[config.mk]
export PLATFORM = sky130hd
export DESIGN_NAME = mtr_drv_nch_flat
export DESIGN_NICKNAME = d
export VERILOG_FILES = /design/src/rtl/mtr_drv_nch_if.sv /design/src/rtl/mtr_drv_nch.sv /design/src/flat_wrapper.sv
export SDC_FILE = /design/constraint.sdc
export NUM_CORES = 1
export LEC_CHECK = 0
export CORE_ASPECT_RATIO = 1.75
export CORE_UTILIZATION = 30
export CTS_CLUSTER_SIZE = 28
export DETAILED_ROUTE_END_ITERATION = 8
export PLACE_DENSITY_LB_ADDON = 0.2
export REMOVE_ABC_BUFFERS = 1
export SYNTH_ARGS = -nofsm -noshare
export SYNTH_HDL_FRONTEND = slang
export SYNTH_SLANG_ARGS = --single-unit
[constraint.sdc]
create_clock -name clk -period 12.23 [get_ports clk]
set_input_delay 2.446 -clock clk [delete_from_list [all_inputs] [get_ports clk]]
set_output_delay 2.446 -clock clk [all_outputs]
set_load 0.1 [all_outputs]
[src/rtl/mtr_drv_nch_if.sv]
// Command and bridge-drive bundle between the speed core and the N-channel
// H-bridge driver.
interface mtr_drv_nch_if #(
  parameter int NUM_CH = 2,
  parameter int SPD_W  = 11
);
  logic                    en;
  logic                    estop;
  logic [NUM_CH*SPD_W-1:0] spd;
  logic [NUM_CH-1:0]       rev;
  logic [NUM_CH-1:0]       PWM_frwrd;
  logic [NUM_CH-1:0]       PWM_rev;
  logic [NUM_CH-1:0]       rev_busy;
  logic                    period_strt;

  modport master (
    output en, estop, spd, rev,
    input  PWM_frwrd, PWM_rev, rev_busy, period_strt
  );

  modport slave (
    input  en, estop, spd, rev,
    output PWM_frwrd, PWM_rev, rev_busy, period_strt
  );
endinterface

[src/rtl/mtr_drv_nch.sv]
// N-channel H-bridge driver: slew-limited signed-magnitude PWM with
// ramp-down plus dead time on every reversal, global enable and e-stop.
module mtr_drv_nch #(
  parameter int NUM_CH    = 2,
  parameter int SPD_W     = 11,
  parameter int SLEW_STEP = 64,
  parameter int DEAD_CYC  = 100
) (
  input  logic         clk,
  input  logic         rst_n,
  mtr_drv_nch_if.slave bus
);
  typedef enum logic [1:0] {RUN, RAMP_DN, DEAD} state_e;

  localparam logic [SPD_W:0] STEP    = (SPD_W+1)'(SLEW_STEP);
  localparam logic [15:0]    DEAD_LD = 16'(DEAD_CYC);

  logic [SPD_W-1:0]  cnt;
  logic              period_strt;
  logic [NUM_CH-1:0] pwm_f;
  logic [NUM_CH-1:0] pwm_r;
  logic [NUM_CH-1:0] busy;

  // Move cur toward goal by at most STEP, using one extra bit of headroom.
  function automatic logic [SPD_W-1:0] slew(input logic [SPD_W-1:0] cur,
                                            input logic [SPD_W-1:0] goal);
    logic [SPD_W:0] c;
    logic [SPD_W:0] t;
    logic [SPD_W:0] d;
    c = {1'b0, cur};
    t = {1'b0, goal};
    d = (t > c) ? (t - c) : (c - t);
    if (d > STEP) d = STEP;
    return (t > c) ? (cur + d[SPD_W-1:0]) : (cur - d[SPD_W-1:0]);
  endfunction

  assign period_strt = (cnt == '0);

  always_ff @(posedge clk) begin
    if (!rst_n) cnt <= '0;
    else        cnt <= cnt + 1'b1;
  end

  for (genvar g = 0; g < NUM_CH; g++) begin : g_ch
    state_e           state;
    state_e           state_nxt;
    logic [SPD_W-1:0] duty;
    logic [SPD_W-1:0] duty_nxt;
    logic [SPD_W-1:0] tgt;
    logic             dir;
    logic             dir_nxt;
    logic             rq;
    logic [15:0]      dead_cnt;
    logic [15:0]      dead_nxt;

    assign rq  = bus.rev[g];
    assign tgt = (bus.en && !bus.estop) ? bus.spd[g*SPD_W +: SPD_W] : '0;

    always_comb begin
      state_nxt = state;
      duty_nxt  = duty;
      dir_nxt   = dir;
      dead_nxt  = dead_cnt;
      if (bus.estop) begin
        duty_nxt = '0;
        if (state != RUN) begin
          state_nxt = DEAD;
          dead_nxt  = DEAD_LD;
        end
      end else begin
        unique case (state)
          RUN: begin
            if (period_strt) begin
              if (rq == dir) begin
                duty_nxt = slew(duty, tgt);
              end else if (duty != '0) begin
                state_nxt = RAMP_DN;
              end else begin
                state_nxt = DEAD;
                dead_nxt  = DEAD_LD;
              end
            end
          end
          RAMP_DN: begin
            if (period_strt) begin
              if (rq == dir) begin
                state_nxt = RUN;
                duty_nxt  = slew(duty, tgt);
              end else begin
                duty_nxt = slew(duty, '0);
                if (duty_nxt == '0) begin
                  state_nxt = DEAD;
                  dead_nxt  = DEAD_LD;
                end
              end
            end
          end
          DEAD: begin
            // Expiry wins over a coincident period_strt: no slew this cycle.
            dead_nxt = dead_cnt - 16'd1;
            if (dead_cnt <= 16'd1) begin
              state_nxt = RUN;
              dir_nxt   = rq;
              dead_nxt  = '0;
            end
          end
          default: state_nxt = RUN;
        endcase
      end
    end

    // Compare against the duty/state being loaded so the on-time of a new
    // period starts exactly one clock after period_strt.
    always_ff @(posedge clk) begin
      if (!rst_n) begin
        state    <= RUN;
        duty     <= '0;
        dir      <= 1'b0;
        dead_cnt <= '0;
        pwm_f[g] <= 1'b0;
        pwm_r[g] <= 1'b0;
        busy[g]  <= 1'b0;
      end else begin
        state    <= state_nxt;
        duty     <= duty_nxt;
        dir      <= dir_nxt;
        dead_cnt <= dead_nxt;
        pwm_f[g] <= (cnt < duty_nxt) & ~dir_nxt & (state_nxt != DEAD);
        pwm_r[g] <= (cnt < duty_nxt) &  dir_nxt & (state_nxt != DEAD);
        busy[g]  <= (state_nxt != RUN);
      end
    end
  end

  assign bus.PWM_frwrd   = pwm_f;
  assign bus.PWM_rev     = pwm_r;
  assign bus.rev_busy    = busy;
  assign bus.period_strt = period_strt;
endmodule
[src/flat_wrapper.sv]
// flat-port wrapper written by rule: the top's interface ports become plain ports
module mtr_drv_nch_flat 
#(
  parameter int NUM_CH    = 2,
  parameter int SPD_W     = 11,
  parameter int SLEW_STEP = 64,
  parameter int DEAD_CYC  = 100
)
  (clk, rst_n, bus_en, bus_estop, bus_spd, bus_rev, bus_PWM_frwrd, bus_PWM_rev, bus_rev_busy, bus_period_strt);
  mtr_drv_nch_if #(.NUM_CH(NUM_CH), .SPD_W(SPD_W)) bus_i ();
  input  logic clk;
  input  logic rst_n;
  input wire logic [$bits(bus_i.en)-1:0] bus_en;
  input wire logic [$bits(bus_i.estop)-1:0] bus_estop;
  input wire logic [$bits(bus_i.spd)-1:0] bus_spd;
  input wire logic [$bits(bus_i.rev)-1:0] bus_rev;
  output wire logic [$bits(bus_i.PWM_frwrd)-1:0] bus_PWM_frwrd;
  output wire logic [$bits(bus_i.PWM_rev)-1:0] bus_PWM_rev;
  output wire logic [$bits(bus_i.rev_busy)-1:0] bus_rev_busy;
  output wire logic [$bits(bus_i.period_strt)-1:0] bus_period_strt;
  assign bus_i.en = bus_en;
  assign bus_i.estop = bus_estop;
  assign bus_i.spd = bus_spd;
  assign bus_i.rev = bus_rev;
  assign bus_PWM_frwrd = bus_i.PWM_frwrd;
  assign bus_PWM_rev = bus_i.PWM_rev;
  assign bus_rev_busy = bus_i.rev_busy;
  assign bus_period_strt = bus_i.period_strt;
  mtr_drv_nch #(.NUM_CH(NUM_CH), .SPD_W(SPD_W), .SLEW_STEP(SLEW_STEP), .DEAD_CYC(DEAD_CYC)) u_core (.clk(clk), .rst_n(rst_n), .bus(bus_i));
endmodule
### Word level (Yosys, flattened, before mapping)

Index checks and enable logic that the tools add are counted.

| word-level totals | value |
|---|---|
| bits in registers | 77 |
| input bits | 28 |
| logic and storage cells | 181 |

| cells by class | value |
|---|---|
| add/subtract/negate cells | 17 |
| order comparisons | 10 |
| equal/unequal tests | 22 |
| muxes and demuxes | 90 |
| bitwise operators | 10 |
| reduce and logical (&&, ||, !) cells | 17 |

Operator list:

| cell | number |
|---|---|
| 11-bit 2-to-1 mux | 40 |
| 16-bit 2-to-1 mux | 18 |
| 16-bit one-hot mux with 3 select lines | 2 |
| 11-bit subtractor | 6 |
| 11-bit by 11-bit subtractor with 12-bit output | 4 |
| 11-bit adder | 4 |
| 11-bit one-hot mux with 2 select lines | 2 |
| 2-bit 2-to-1 mux | 18 |
| 11-bit logical NOT | 3 |
| 16-bit by 1-bit less-or-equal comparator with 1-bit output, second input constant | 2 |
| 16-bit by 1-bit subtractor with 16-bit output, second input constant | 2 |
| 3-bit != test, second input constant | 10 |
| 12-bit by 7-bit greater-than comparator with 1-bit output, second input constant | 2 |
| 12-bit 2-to-1 mux | 2 |
| 11-bit greater-than comparator | 2 |
| 11-bit by 7-bit greater-than comparator with 1-bit output, second input constant | 2 |
| 11-bit less-than comparator | 2 |
| 11-bit nonzero test | 2 |
| 8-bit AND reduction | 2 |
| 2-bit one-hot mux with 3 select lines | 2 |
| 11-bit by 1-bit adder with 11-bit output, second input constant | 1 |
| 1-bit AND | 8 |
| 2-bit nonzero test | 4 |
| 4-bit nonzero test | 2 |
| other kinds (11) | 24 |

### Depth between registers and ports, before layout

| depth | value |
|---|---|
| depth after elaboration | 20 |
| depth in mapped cells | 39 |
| depth with buffers taken out | 34 |

### Worst setup path before layout

OpenSTA, ideal clock, no wires.

| path | value |
|---|---|
| path kind | input-to-reg |
| start point | input bus_estop |
| end point | register u_core.pwm_f[0] (netlist: u_core.bus.PWM_frwrd[0]) |
| library setup time | 0.065 ns |
| arrival | 9.568 ns |
| required time | 12.165 ns |
| setup slack | 2.597 ns |
| stages | 37 |
| cell sequence | clkbuf_1 -> clkbuf_1 -> nor2b_1 -> clkbuf_1 -> nand2_1 -> ha_1 -> fa_1 -> nand3b_1 -> a22oi_1 -> o311a_1 -> buf_2 -> mux2i_1 -> xnor2_1 -> o22ai_1 -> nor3_1 -> nand2b_1 -> ha_1 -> buf_1 -> inv_1 -> a21oi_1 -> o31a_1 -> ha_1 -> a21o_1 -> a21oi_1 -> xnor2_1 -> o22ai_1 -> or3_1 -> ha_1 -> a21o_1 -> a21o_1 -> a21o_1 -> a21o_1 -> a21oi_1 -> nor2b_1 -> o21ai_0 -> nand4_1 -> nor2_1 |

| between the ends | value |
|---|---|
| longest elaborated chain between the ends | 20 |
| elaborated cells between the ends (all ways) | 34 |
| those cells by class | add/sub (6); order compare (3); eq/ne (1); mux (19); bitwise (3); reduce/logical (2) |

Ends and longest elaborated chain:

| what | RTL line | text |
|---|---|---|
| start, declared | flat_wrapper.sv:14 | `input wire logic [$bits(bus_i.estop)-1:0] bus_estop;` |
| 1-bit logical NOT | mtr_drv_nch.sv:57 | `assign tgt = (bus.en && !bus.estop) ? bus.spd[g*SPD_W +: SPD_W] : '0;` |
| 1-bit logical AND | mtr_drv_nch.sv:57 |  |
| 11-bit 2-to-1 mux | mtr_drv_nch.sv:57 |  |
| 11-bit by 11-bit subtractor with 12-bit output / 11-bit greater-than comparator (equally long branches) | mtr_drv_nch.sv:32, mtr_drv_nch.sv:34 |  |
| 12-bit 2-to-1 mux | mtr_drv_nch.sv:32 | `d = (t > c) ? (t - c) : (c - t);` |
| 12-bit by 7-bit greater-than comparator with 1-bit output | mtr_drv_nch.sv:33 | `if (d > STEP) d = STEP;` |
| 11-bit 2-to-1 mux | mtr_drv_nch.sv:33 |  |
| 11-bit 2-to-1 mux | mtr_drv_nch.sv:74, mtr_drv_nch.sv:86 |  |
| [... 4 more ...] | n/a |  |
| 11-bit 2-to-1 mux | mtr_drv_nch.sv:34 | `return (t > c) ? (cur + d[SPD_W-1:0]) : (cur - d[SPD_W-1:0]);` |
| 11-bit 2-to-1 mux (on tied branches) | mtr_drv_nch.sv:86, mtr_drv_nch.sv:74 |  |
| 11-bit 2-to-1 mux (on tied branches) | mtr_drv_nch.sv:85, mtr_drv_nch.sv:73 |  |
| 11-bit one-hot mux with 2 select lines | mtr_drv_nch.sv:71 | `unique case (state)` |
| 11-bit 2-to-1 mux | mtr_drv_nch.sv:64 | `if (bus.estop) begin` |
| 11-bit less-than comparator | mtr_drv_nch.sv:128 | `pwm_f[g] <= (cnt < duty_nxt) & ~dir_nxt & (state_nxt != DEAD);` |
| 1-bit AND | mtr_drv_nch.sv:128 |  |
| 1-bit AND (*) | mtr_drv_nch.sv:128 |  |
| end signal, assigned by index | mtr_drv_nch.sv:128 |  |
| end, declared | mtr_drv_nch.sv:20 | `logic [NUM_CH-1:0] pwm_f;` |

Every way passes the cells marked *; elsewhere a longest branch is shown, timed or not. The select of a mux whose other input is x is not followed.
A chain may end at the register's enable or synchronous reset.

### Final worst setup path

| path | value |
|---|---|
| start point | input bus_estop |
| end point | register u_core.pwm_r[1] (netlist: u_core.bus.PWM_rev[1]) |

| between the ends | value |
|---|---|
| longest elaborated chain between the ends | 20 |
| elaborated cells between the ends (all ways) | 33 |
| those cells by class | add/sub (6); order compare (3); eq/ne (1); mux (19); bitwise (2); reduce/logical (2) |

Ends and longest elaborated chain:

| what | RTL line | text |
|---|---|---|
| 1-bit logical NOT | mtr_drv_nch.sv:57 |  |
| 1-bit logical AND | mtr_drv_nch.sv:57 |  |
| 11-bit 2-to-1 mux | mtr_drv_nch.sv:57 |  |
| 11-bit by 11-bit subtractor with 12-bit output / 11-bit greater-than comparator (equally long branches) | mtr_drv_nch.sv:32, mtr_drv_nch.sv:34 |  |
| 12-bit 2-to-1 mux | mtr_drv_nch.sv:32 |  |
| 12-bit by 7-bit greater-than comparator with 1-bit output | mtr_drv_nch.sv:33 |  |
| 11-bit 2-to-1 mux | mtr_drv_nch.sv:33 |  |
| 11-bit 2-to-1 mux | mtr_drv_nch.sv:74, mtr_drv_nch.sv:86 |  |
| [... 4 more ...] | n/a |  |
| 11-bit 2-to-1 mux | mtr_drv_nch.sv:34 |  |
| 11-bit 2-to-1 mux (on tied branches) | mtr_drv_nch.sv:86, mtr_drv_nch.sv:74 |  |
| 11-bit 2-to-1 mux (on tied branches) | mtr_drv_nch.sv:85, mtr_drv_nch.sv:73 |  |
| 11-bit one-hot mux with 2 select lines | mtr_drv_nch.sv:71 |  |
| 11-bit 2-to-1 mux | mtr_drv_nch.sv:64 |  |
| 11-bit less-than comparator | mtr_drv_nch.sv:129 | `pwm_r[g] <= (cnt < duty_nxt) & dir_nxt & (state_nxt != DEAD);` |
| 1-bit AND | mtr_drv_nch.sv:129 |  |
| 1-bit AND (*) | mtr_drv_nch.sv:129 |  |
| end signal, assigned by index | mtr_drv_nch.sv:129 |  |
| end, declared | mtr_drv_nch.sv:21 | `logic [NUM_CH-1:0] pwm_r;` |

Marks and branches as above.

==> summary.txt <==
Clock transition at path regs: 0.06 ns
initial antenna violation count: 0
H-tree depth: 3
ranking of synthesized cells by area: dfxtp_1 17%, ha_1 14%, a21oi_1 5.7%, nor2_1 5.2%, nand2_1 5.2%
first-pass detailed-route iteration total: 5
Req. time, crit path: 12.52 ns
post_cts resized: 0
largest net degree at the start of global routing: 44
clk_lat worst skew: 0.36 ns
P_leak: 4.07 nW
Antenna Violating Nets Remaining: 0
top cell type's share of synthesized area: 0.171
Synthesis Warnings: 0
peak supply drop: 0.0761 mV
# diodes: 0
maximum buffer depth of the clock tree: 2
RSZ-0062 raised after global routing: false
Reg power frac: 0.229
die height: 231 µm
CP bufs+invs: 3
Clk network pwr share: 0.204
num rows: 83
CTS Buf Count: 9
register area share after synthesis: 0.171
Psw: 641 µW
Slew @ Worst Pin: 1.04 ns
Slew headroom: 0.303
ys flop type: dfxtp_1
Setup crit end kind: flop
routed wire length per instance: 19.3 µm
cells after synthesis: 1254
# port buffers: 34
Via Count: 9398
min Tclk post-route: 10.96 ns
TritonCTS clock tree: yes
fin nets: 1392
fill cell count: 3217
Post-synth EDFFs: 0
slowest stage delay, CP: 0.47 ns
crit path max fanout: 14
Worst EP arrival: 11.25 ns
vias per cell: 5.72
share of cells above drive strength 1: 0.0475
Ports: 35
Core Region: 29400 µm²
asr flop ratio synth: 0
area leader, netlist: dfxtp_1
fin. max-slew vios: 0
number of global-route vias before repair: 9493
Switching Fraction: 0.469
Synth cell types: 80
worst hold-check path type: reg -> reg
Post-Syn Area: 8990 µm²
syn_area_per_cell: 7.17 µm²
Internal Power: 725 µW
Setup Total Neg Slack: 0 ns
#FFs+latches synth: 77
total congestion overflow: 0
DRC viols: 0
GPL Wtd Cong: 0.918
Power Density: 137 nW/µm²
Starting Density: 0.306
CP Launch Type: input pin
Area growth syn-to-layout: 11.0%
Post-Route WL: 31.7 mm
global-route wire length before repair: 49.5 mm
Post-DP HPWL: 24.9 mm
clock skew: 0.00695 ns
post-CTS setup buffers: 0
CTS Hold Buffers Added: 0
die area: 30700 µm²
root buf cell: clkbuf_16
final cycle utilization of the critical path: 0.896
Die Wd: 133 µm
Final Setup Violations: 0
maximum capacitance violations: 0
max frequency: 0.0912 GHz
status: complete, no violations
DR iter-0 viols: 478
Total GRT Usage: 0.207
critical path type: in -> reg
# clock sinks: 77
Final Hold Viols: 0
CP max-delay cell: nand2_1
Worst path top cell family by delay: compound AO/OA/AOI/OAI gates
combinational share of power: 0.568
post-layout util: 0.340
## synth_stat cells (12+ instances only)
cell type	n
o211ai_1	13
inv_1	81
a211oi_1	13
nor2b_1	22
nand3_1	34
o21ai_0	76
xor2_1	16
nor3_1	40
nor2_1	125
dfxtp_1	77
a21oi_1	102
a31oi_1	16
o21a_1	12
mux2i_1	18
xnor2_1	37
a21o_1	26
nand4_1	22
and3_1	13
clkbuf_1	45
nor4_1	16
or3_1	20
ha_1	101
nand2b_1	13
nand2_1	124
## path summary, 6_finish.rpt
kind / startpoint / to / slack (ns) / depth (start not counted)
worst min register to register: u_core.g_ch[1].dead_cnt[1] / u_core.g_ch[1].dead_cnt[1] / 0.48 / 2
worst max-delay path: bus_estop / u_core.bus.PWM_rev[1] / 1.27 / 33
worst min-delay path: u_core.g_ch[1].dead_cnt[1] / u_core.g_ch[1].dead_cnt[1] / 0.48 / 2
worst max register to register: u_core.g_ch[1].duty[8] / u_core.bus.PWM_rev[1] / 3.72 / 29
## stage by stage
| stage | std cells | setup WS, ns | hold WS (ns) | instance area [µm²] | total power [mW] |
|---|---|---|---|---|---|
| 5_1_grt | 1644 | 0.560 | 0.505 | 9980 | 1.46 |
| 3_3_place_gp | 1628 | 1.11 | 0.465 | 9680 | 1.08 |
| 2_1_floorplan | 1196 | 2.47 | 0.449 | 8740 | 0.870 |
| 6_report | 1644 | 1.27 | 0.480 | 9980 | 1.37 |
| 3_5_place_dp | 1628 | 1.08 | 0.471 | 9680 | 1.08 |
| 4_1_cts | 1644 | 1.36 | 0.481 | 9980 | 1.37 |
## final cells by class
| type | count | area, µm² | share of cell area |
|---|---|---|---|
| tap | 382 | 478 | 0.0479 |
| timing repair buffer | 50 | 460 | 0.0461 |
| inverter | 83 | 312 | 0.0312 |
| clock inverter | 6 | 71.3 | 0.00714 |
| sequential | 77 | 1540 | 0.154 |
| clock buffer | 10 | 229 | 0.0229 |
| multi-input combinational | 1036 | 6890 | 0.690 |
## state kept, by name, summed over array words and instances, names as in the netlist
name,count
u_core.g_ch.dead_cnt,32
u_core.g_ch.duty,22
u_core.cnt,11
u_core.g_ch.state,4
u_core.bus.PWM_frwrd,2
u_core.bus.PWM_rev,2
u_core.bus.rev_busy,2
u_core.g_ch.dir,2
## kinds of logic after synthesis
kind of cell	after synthesis	share of synthesized area
other cells	1	0.000417
xor+xnor	53	0.0516
compound gates	370	0.270
fa+ha+maj	107	0.154
mux	21	0.0238
simple gates	483	0.266
buf+inv	142	0.0630
flops	77	0.171
## worst register-to-register path, delay by kind of cell, from the launching register on
family / cells / cell delay [ns]
buffers and inverters: 1 / 0.32
and+or+nand+nor: 8 / 2.10
adders and majority gates: 4 / 1.47
DFF: 1 / 0.71
AOI/OAI and AO/OA: 14 / 3.14
xor gates and xnor gates: 1 / 0.43
muxes: 1 / 0.29
## layer usage
metal  GRT usage  up-vias  part of all wire
met4       0.150        0             0.065
met5           0        -                 0
met2       0.407      281              0.54
met1       0.197     4454              0.36
li1            -     4558                 -
met3      0.0173      105             0.032
## placed cells by master, fill, tap and decap left out, types with 6 or more instances in the layout
cell type	instances
a2111oi_0	6
nor3_1	40
a31oi_1	16
clkdlybuf4s50_1	34
a21o_1	26
nor3b_1	9
or3_1	20
mux2i_1	18
xnor2_1	37
o22ai_1	10
dfxtp_1	77
a211oi_1	13
nand2b_1	13
nor2b_1	21
o21ai_0	75
o31ai_1	7
ha_1	101
o211ai_1	13
o21ai_1	8
clkbuf_16	9
a211o_1	6
a41oi_1	6
or2_2	6
o221a_2	6
a21oi_1	102
nor2_1	125
inv_1	81
nand3_1	34
nand4_1	22
fa_1	6
buf_4	16
and3_1	13
o21a_1	12
xor2_1	16
and2_1	10
nand2_1	124
nor4_1	16
## power groups by stage
stage	sequential, mW	combinational, mW	clock [mW]
floorplan	0.330	0.540	0
global placement	0.317	0.766	0
detailed placement	0.317	0.764	0
CTS	0.312	0.768	0.288
global route	0.315	0.849	0.299
finish	0.312	0.775	0.278
Power figures use the tool's default switching activity.
